--- config.mk ---
export PLATFORM = sky130hd
export DESIGN_NAME = tnn_popcount_acc
export DESIGN_NICKNAME = d
export VERILOG_FILES = /design/src/rtl/tnn_popcount_acc.sv
export SDC_FILE = /design/constraint.sdc
export NUM_CORES = 1
export LEC_CHECK = 0
export ABC_AREA = 1
export BUFFER_PORTS_ARGS = -buffer_cell sky130_fd_sc_hd__buf_2
export CAP_MARGIN = 20
export CORE_UTILIZATION = 48
export DETAILED_ROUTE_END_ITERATION = 12
export PLACE_DENSITY = 0.8
export RECOVER_POWER = 100
export SYNTH_ARGS = -nofsm -noshare
export SYNTH_HDL_FRONTEND = slang
export SYNTH_SLANG_ARGS = --single-unit
--- constraint.sdc ---
create_clock -name clk -period 11.43 [get_ports clk]
set_input_delay 2.286 -clock clk [delete_from_list [all_inputs] [get_ports clk]]
set_output_delay 2.286 -clock clk [all_outputs]
set_load 0.02 [all_outputs]
--- src/rtl/tnn_popcount_acc.sv ---
// Streaming popcount accumulator: sums set bits over a multi-beat vector and emits count + threshold flag.
// Define POPCNT_SAT_EN to saturate the accumulator on overflow; otherwise it wraps modulo 2^CNT_W.
module tnn_popcount_acc #(
  parameter int IN_W  = 14,
  parameter int CNT_W = 8
) (
  input  logic             clk,
  input  logic             rst,
  input  logic             in_valid,
  output logic             in_ready,
  input  logic [IN_W-1:0]  in_data,
  input  logic             in_last,
  input  logic [CNT_W-1:0] threshold,
  output logic             out_valid,
  input  logic             out_ready,
  output logic [CNT_W-1:0] out_count,
  output logic             out_fire,
  output logic             out_ovf
);
  localparam int PC_W = $clog2(IN_W + 1);

  typedef enum logic {ACC, OUT} state_t;
  state_t state, state_next;

  logic             accept;
  logic [PC_W-1:0]  beat_pc;
  logic             s1_valid;
  logic [PC_W-1:0]  s1_pc;
  logic             s1_last;
  logic [CNT_W-1:0] s1_thr;
  logic [CNT_W-1:0] acc;
  logic             ovf;
  logic [CNT_W:0]   sum;
  logic [CNT_W-1:0] acc_next;
  logic             ovf_next;
  logic [CNT_W-1:0] res_count;
  logic             res_fire;
  logic             res_ovf;

  assign accept = in_valid && in_ready;

  always_comb begin
    beat_pc = '0;
    for (int i = 0; i < IN_W; i++) begin
      beat_pc = beat_pc + PC_W'(in_data[i]);
    end
  end

  always_ff @(posedge clk) begin
    if (rst) begin
      s1_valid <= 1'b0;
      s1_pc    <= '0;
      s1_last  <= 1'b0;
      s1_thr   <= '0;
    end else begin
      s1_valid <= accept;
      if (accept) begin
        s1_pc   <= beat_pc;
        s1_last <= in_last;
        if (in_last) begin
          s1_thr <= threshold;
        end
      end
    end
  end

  // One extra bit catches the carry-out that marks overflow.
  always_comb begin
    sum      = {1'b0, acc} + (CNT_W + 1)'(s1_pc);
    ovf_next = ovf | sum[CNT_W];
`ifdef POPCNT_SAT_EN
    acc_next = sum[CNT_W] ? '1 : sum[CNT_W-1:0];
`else
    acc_next = sum[CNT_W-1:0];
`endif
  end

  always_ff @(posedge clk) begin
    if (rst) begin
      acc       <= '0;
      ovf       <= 1'b0;
      res_count <= '0;
      res_fire  <= 1'b0;
      res_ovf   <= 1'b0;
    end else if (state == ACC && s1_valid) begin
      if (s1_last) begin
        res_count <= acc_next;
        res_fire  <= (acc_next >= s1_thr);
        res_ovf   <= ovf_next;
        acc       <= '0;
        ovf       <= 1'b0;
      end else begin
        acc <= acc_next;
        ovf <= ovf_next;
      end
    end
  end

  always_ff @(posedge clk) begin
    if (rst) begin
      state <= ACC;
    end else begin
      state <= state_next;
    end
  end

  always_comb begin
    state_next = state;
    case (state)
      ACC: if (s1_valid && s1_last) state_next = OUT;
      OUT: if (out_ready) state_next = ACC;
      default: state_next = ACC;
    endcase
  end

  // Input stalls while the closing beat sits in S1 and while a result waits to be taken.
  always_comb begin
    out_valid = (state == OUT);
    in_ready  = !rst && (state == ACC) && !(s1_valid && s1_last);
    out_count = res_count;
    out_fire  = res_fire;
    out_ovf   = res_ovf;
  end

endmodule
==> results of run 1 <==
-- metal layers --
layer	routed length (um)	global-route usage	vias up
li1	-	-	880
met1	1750	0.239	788
met2	1920	0.378	39
met3	194	0.0417	5
met4	58	0.0734	0
met5	0	0	-
-- area by class of cell --
type,instances,share of cell area
repair buffers,38,0.0758
clock inverters,3,0.0302
well taps,48,0.0264
multi-input cells,172,0.467
clock buffers,5,0.0302
flip-flops and latches,34,0.299
inverters,43,0.0714
-- placed cells by master, fill, tap and decap left out, types with 2 or more instances in the layout --
| cell | n |
|---|---|
| nor2_1 | 14 |
| clkbuf_8 | 5 |
| a21oi_1 | 23 |
| ha_1 | 15 |
| buf_2 | 24 |
| fa_1 | 10 |
| and2_1 | 3 |
| o21ai_0 | 15 |
| bufinv_16 | 2 |
| nand2_1 | 64 |
| a22o_1 | 2 |
| clkbuf_1 | 14 |
| a21oi_2 | 2 |
| nand3_1 | 17 |
| inv_1 | 42 |
| dfxtp_1 | 34 |
-- final timing paths --
| path | depth (start not counted) | from | slack [ps] | to |
|---|---|---|---|---|
| setup reg to reg | 13 | s1_pc[0] | 9260 | out_fire |
| hold reg to reg | 2 | out_count[7] | 450 | out_count[7] |
| hold / removal | 2 | out_count[7] | 450 | out_count[7] |
| setup / recovery | 5 | rst | 5450 | in_ready |
-- stage by stage --
stage / power (mW) / worst slack, ps / instance area, sq um / util / std cells
detailed placement: 0.234 / 6010 / 2180 / 0.578 / 335
global placement: 0.230 / 6090 / 2180 / 0.578 / 335
CTS: 0.368 / 6070 / 2320 / 0.614 / 343
finish: 0.364 / 5450 / 2280 / 0.604 / 343
floorplan: 0.208 / 6240 / 1950 / - / 252
global route: 0.389 / 5300 / 2280 / 0.604 / 343
-- power by group --
part / leakage (nW) / internal, mW / switching (mW)
Combinational: 0.749 / 0.0414 / 0.0567
Sequential: 0.276 / 0.126 / 0.00522
Clock: 0.0683 / 0.0874 / 0.0470
Total: 1.09 / 0.255 / 0.109
-- registers in the layout, summed over array words and instances, names as in the netlist --
| register | cells |
|---|---|
| acc | 8 |
| out_count | 8 |
| out_fire | 1 |
| out_ovf | 1 |
| out_valid | 1 |
| ovf | 1 |
| s1_last | 1 |
| s1_pc | 4 |
| s1_thr | 8 |
| s1_valid | 1 |
-- worst max-delay path, delay by kind of cell --
kind	cells	cell delay, ps
buffers and inverters	4	1220
and+or+nand+nor	1	180
-- logic make-up after synthesis --
kind of cell    after synthesis  share of synthesized area
flops                        34                      0.349
compound gates               43                      0.119
buf+inv                      46                     0.0943
simple gates                102                      0.229
fa+ha+maj                    25                      0.199
xor+xnor                      2                    0.00899
==> flow_summary_export.csv, run 1 <==
group,metric,value,unit
synth,synth.area.top_cells,"dfxtp_1 (35%), nand2_1 (12%), fa_1 (10%), ha_1 (9.6%), inv_1 (7.7%)",
routing,num_vias,1712,
sta,fin_crit,5980,ps
synth,post_synth_inst_count,252,
clocking,clk_latency,290,ps
grt,grt_pass1_vias,1578,
pwr,p_leak,1.09,nW
synth,async_flop_share,0,
synth,yosysSeqAreaShare,0.349,
floorplan,coreArea,3770,sq um
routing,ant_nets,0,
synth,ys_ff_latch,34,
layout,seqCellArea,681,sq um
routing,drc,0,
synth,synth_area_leader_cell,"dfxtp_1",
routing,wl_per_cell,11.4,um
clocking,post_cts_buffers,0,
floorplan,fp.dieW,65.7,um
pwr,ir_worst_vdd,0.0592,mV
routing,viasPerCell,4.99,
clocking,cts_resized,0,
flow_run,maxCapViolCount,0,
critical_path,crit_type,"in -> out",
critical_path,cp_slowest_cell,"clkbuf_1",
grt,grt_max_degree,17,
routing,initialDrtViolationCount,88,
critical_path,critical_path.cell_chain,"clkbuf_1 > inv_1 > nand3_1 > inv_1 > clkbuf_1",
synth,yosysTopAreaCellShare,0.349,
sta,worst_pin_slew,844,ps
clocking,cts_root_buf,"clkbuf_8",
sta,fin_crit_sh,0.523,
synth,synth_edf_count,0,
sta,timing.final.max_slew_violations,0,
layout,nets,346,
synth,yosysWarnings,0,
placed_design,dp_hpwl,3.00,mm
synth,avgSynthCellArea,7.74,sq um
synth,synth.top_cells.by_count,"nand2_1 (62), inv_1 (40), dfxtp_1 (34), a21oi_1 (23), nand3_1 (16)",
placed_design,port-buffer-count,38,
sta,setup_viol,0,
placed_design,place.gp.congestion,0.824,
grt,antenna_found_initial,0,
floorplan,row_count,22,
synth,syn_nets,304,
layout,multiInputGateArea,1060,sq um
critical_path,crit_arrival,3690,ps
critical_path,cp_max_fo,15,
floorplan,start_util,0.517,
floorplan,die_y,65.7,um
floorplan,die-area,4320,sq um
routing,routed_wl,3.92,mm
sta,fin_skew,9.55,ps
routing,drt_pre_antenna_iters,4,
pwr,powerDensity,160,nW/um^2
layout,nFillCells,355,
synth,synth.distinct_cells,27,
clocking,clock_sinks,34,
sta,max_freq,0.167,GHz
layout,num_antenna_cells,0,
sta,fin_hold_ws,453,ps
grt,track_usage,0.209,
min_path,hold_path.class,"reg -> reg",
clocking,clkSlewWorstSetupHoldPaths,80,ps
synth,netlist_area,1950,sq um
sta,finalHoldViolations,0,
clocking,h-tree-depth,2,
sta,max-slew-margin-rel,0.437,
synth,synthFlopType,"dfxtp_1",
clocking,cts_buffer_depth,2,
floorplan,num_io_pins,39,
critical_path,end_kind,"output port",
critical_path,critPathRequiredTime,9140,ps
layout,syn_to_final_growth,16.9,%
critical_path,cpPeakStageDelay,620,ps
clocking,tritoncts,"built",
critical_path,crit_path_start_kind,"input port",
clocking,cts_buffers,5,
grt,grt_pass1_wl,6.78,mm
grt,overflow,0,
synth,yosysMostFrequentCell,"nand2_1",
clocking,cts_hold_buffers,0,
layout,drive_above_1_share,0.129,
sta,rsz0062_at_grt,"no",
sta,tns,0,ps
outcome,run_status,"finished, final reports clean",
No activity file was read; power rests on OpenSTA's default activity.
==> run 2: changes to the inputs <==
- PLACE_DENSITY: 0.8 -> 0.83
- clock period: 11.43 -> 4.8 ns (I/O delays scaled with it)
==> run 2 against run 1 <==
Effect of this change: total power grew 110%; flip-flop and latch count is the same; combinational power grew 140%; critical path type is now in -> reg; highest routed layer unchanged; largest cell class unchanged.
==> flow_summary_export.csv, run 2 (synthesis gave the netlist of run 1 again) <==
group,metric,value,unit
critical_path,r2r-start,"s1_pc[2]",
sta,fin_crit_sh,0.794,
layout,multiInputGateArea,1060,sq um
critical_path,critPathRequiredTime,4960,ps
routing,num_vias,1668,
critical_path,crit_start,"in_data[5]",
sta,worst_slack,988,ps
critical_path,crit_type,"in -> reg",
placed_design,place.gp.congestion,0.867,
min_path,hold_start,"out_count[7]",
critical_path,crit_arrival,3970,ps
critical_path,crit_path_start_kind,"input port",
floorplan,coreArea,3770,sq um
clocking,h-tree-depth,2,
critical_path,ff2ff_setup_slack,2600,ps
sta,tns,0,ps
clocking,clk_latency,290,ps
routing,viasPerCell,4.86,
critical_path,rr_worst_depth,10,
sta,timing.final.max_slew_violations,0,
sta,max_freq,0.262,GHz
sta,setup_viol,0,
clocking,cts_resized,0,
clocking,tritoncts,"built",
placed_design,dp_worst_setup_slack,735,ps
grt,grt_pass1_wl,6.58,mm
critical_path,critical_path.cell_chain,"clkbuf_1 > fa_1 > inv_1 > fa_1 > fa_1 > fa_1 > inv_1 > ha_1 > fa_1 > xnor2_1 > o21ai_0",
critical_path,end_kind,"flop",
routing,drc,0,
placed_design,port-buffer-count,38,
clocking,cts_hold_buffers,0,
pwr,p_leak,1.07,nW
floorplan,die-area,4320,sq um
routing,drt_pre_antenna_iters,5,
layout,final_cell_mix,"nand2_1 (65), inv_1 (41), dfxtp_1 (34)",
clocking,clkSlewWorstSetupHoldPaths,60,ps
grt,overflow,0,
sta,rsz0062_at_grt,"no",
min_path,hold_path.class,"reg -> reg",
routing,initialDrtViolationCount,61,
clocking,clock_sinks,34,
placed_design,dp_hpwl,2.91,mm
floorplan,start_util,0.517,
critical_path,cp_slowest_cell,"fa_1",
routing,routed_wl,3.81,mm
sta,fin_skew,3.64,ps
sta,finalHoldViolations,0,
sta,max-slew-margin-rel,0.491,
clocking,cts_buffers,5,
critical_path,crit_path_frequent_cell,"fa_1",
clocking,post_cts_buffers,0,
routing,wl_per_cell,11.1,um
layout,drive_above_1_share,0.119,
layout,syn_to_final_growth,14.2,%
layout,seqCellArea,681,sq um
grt,antenna_found_initial,0,
layout,num_antenna_cells,0,
floorplan,row_count,22,
pwr,ir_worst_vdd,0.129,mV
clocking,cts_buffer_depth,2,
critical_path,r2r_end,"out_fire",
floorplan,num_io_pins,39,
sta,worst_pin_slew,764,ps
routing,ant_nets,0,
critical_path,path_depth,11,
layout,layout.cells.most_common,"nand2_1",
outcome,run_status,"finished, final reports clean",
clocking,cts_root_buf,"clkbuf_8",
critical_path,path_delay_family,"adder cells",
floorplan,fp.dieW,65.7,um
layout,nets,346,
grt,grt_max_degree,17,
flow_run,maxCapViolCount,0,
grt,grt_pass1_vias,1566,
critical_path,cpPeakStageDelay,540,ps
layout,final_util,0.590,
layout,nFillCells,358,
critical_path,cp_max_fo,2,
sta,fin_crit,3810,ps
grt,track_usage,0.208,
floorplan,die_y,65.7,um
pwr,powerDensity,343,nW/um^2
critical_path,endpoint,"s1_pc[2]",
critical_path,crit_buf_inv,3,
==> run 2: final cells by class <==
type,instances,area share
clock inverters,1,0.00225
well taps,48,0.0270
repair buffers,38,0.0776
multi-input cells,172,0.476
clock buffers,7,0.0388
flip-flops and latches,34,0.306
inverters,43,0.0731
==> run 2: how the worst min path moves through the flow <==
stage	slack, ps	cells past startpoint	to
floorplan	430	2	s1_thr[1]
global placement	430	2	out_count[7]
detailed placement	440	2	out_count[7]
CTS	460	2	out_count[7]
global route	480	2	out_count[7]
finish	450	2	out_count[7]
==> run 2: per-layer routing <==
metal	routed length, um	global-route usage	vias to the layer above
li1	-	-	881
met1	1700	0.219	743
met2	1870	0.375	37
met3	155	0.0590	7
met4	93	0.101	0
met5	0	0	-
==> run 2: report_power, final <==
group	leakage (nW)	internal [mW]	switching (mW)
Sequential	0.276	0.301	0.0118
Clock	0.0482	0.116	0.102
Combinational	0.745	0.0981	0.134
Total	1.07	0.515	0.248
==> run 2: worst min-delay path, delay by kind of cell (launching register included) <==
kind	cells	cell delay, ps
AND/OR/NAND/NOR	2	100
flip-flops	1	310
==> run 2: metrics by stage <==
stage	hold slack (ps)	area [sq um]	power (mW)	std cells
2_1_floorplan	435	1950	0.496	252
3_3_place_gp	433	2180	0.544	335
3_5_place_dp	443	2180	0.551	335
4_1_cts	457	2270	0.776	343
5_1_grt	477	2230	0.822	343
6_report	454	2230	0.763	343
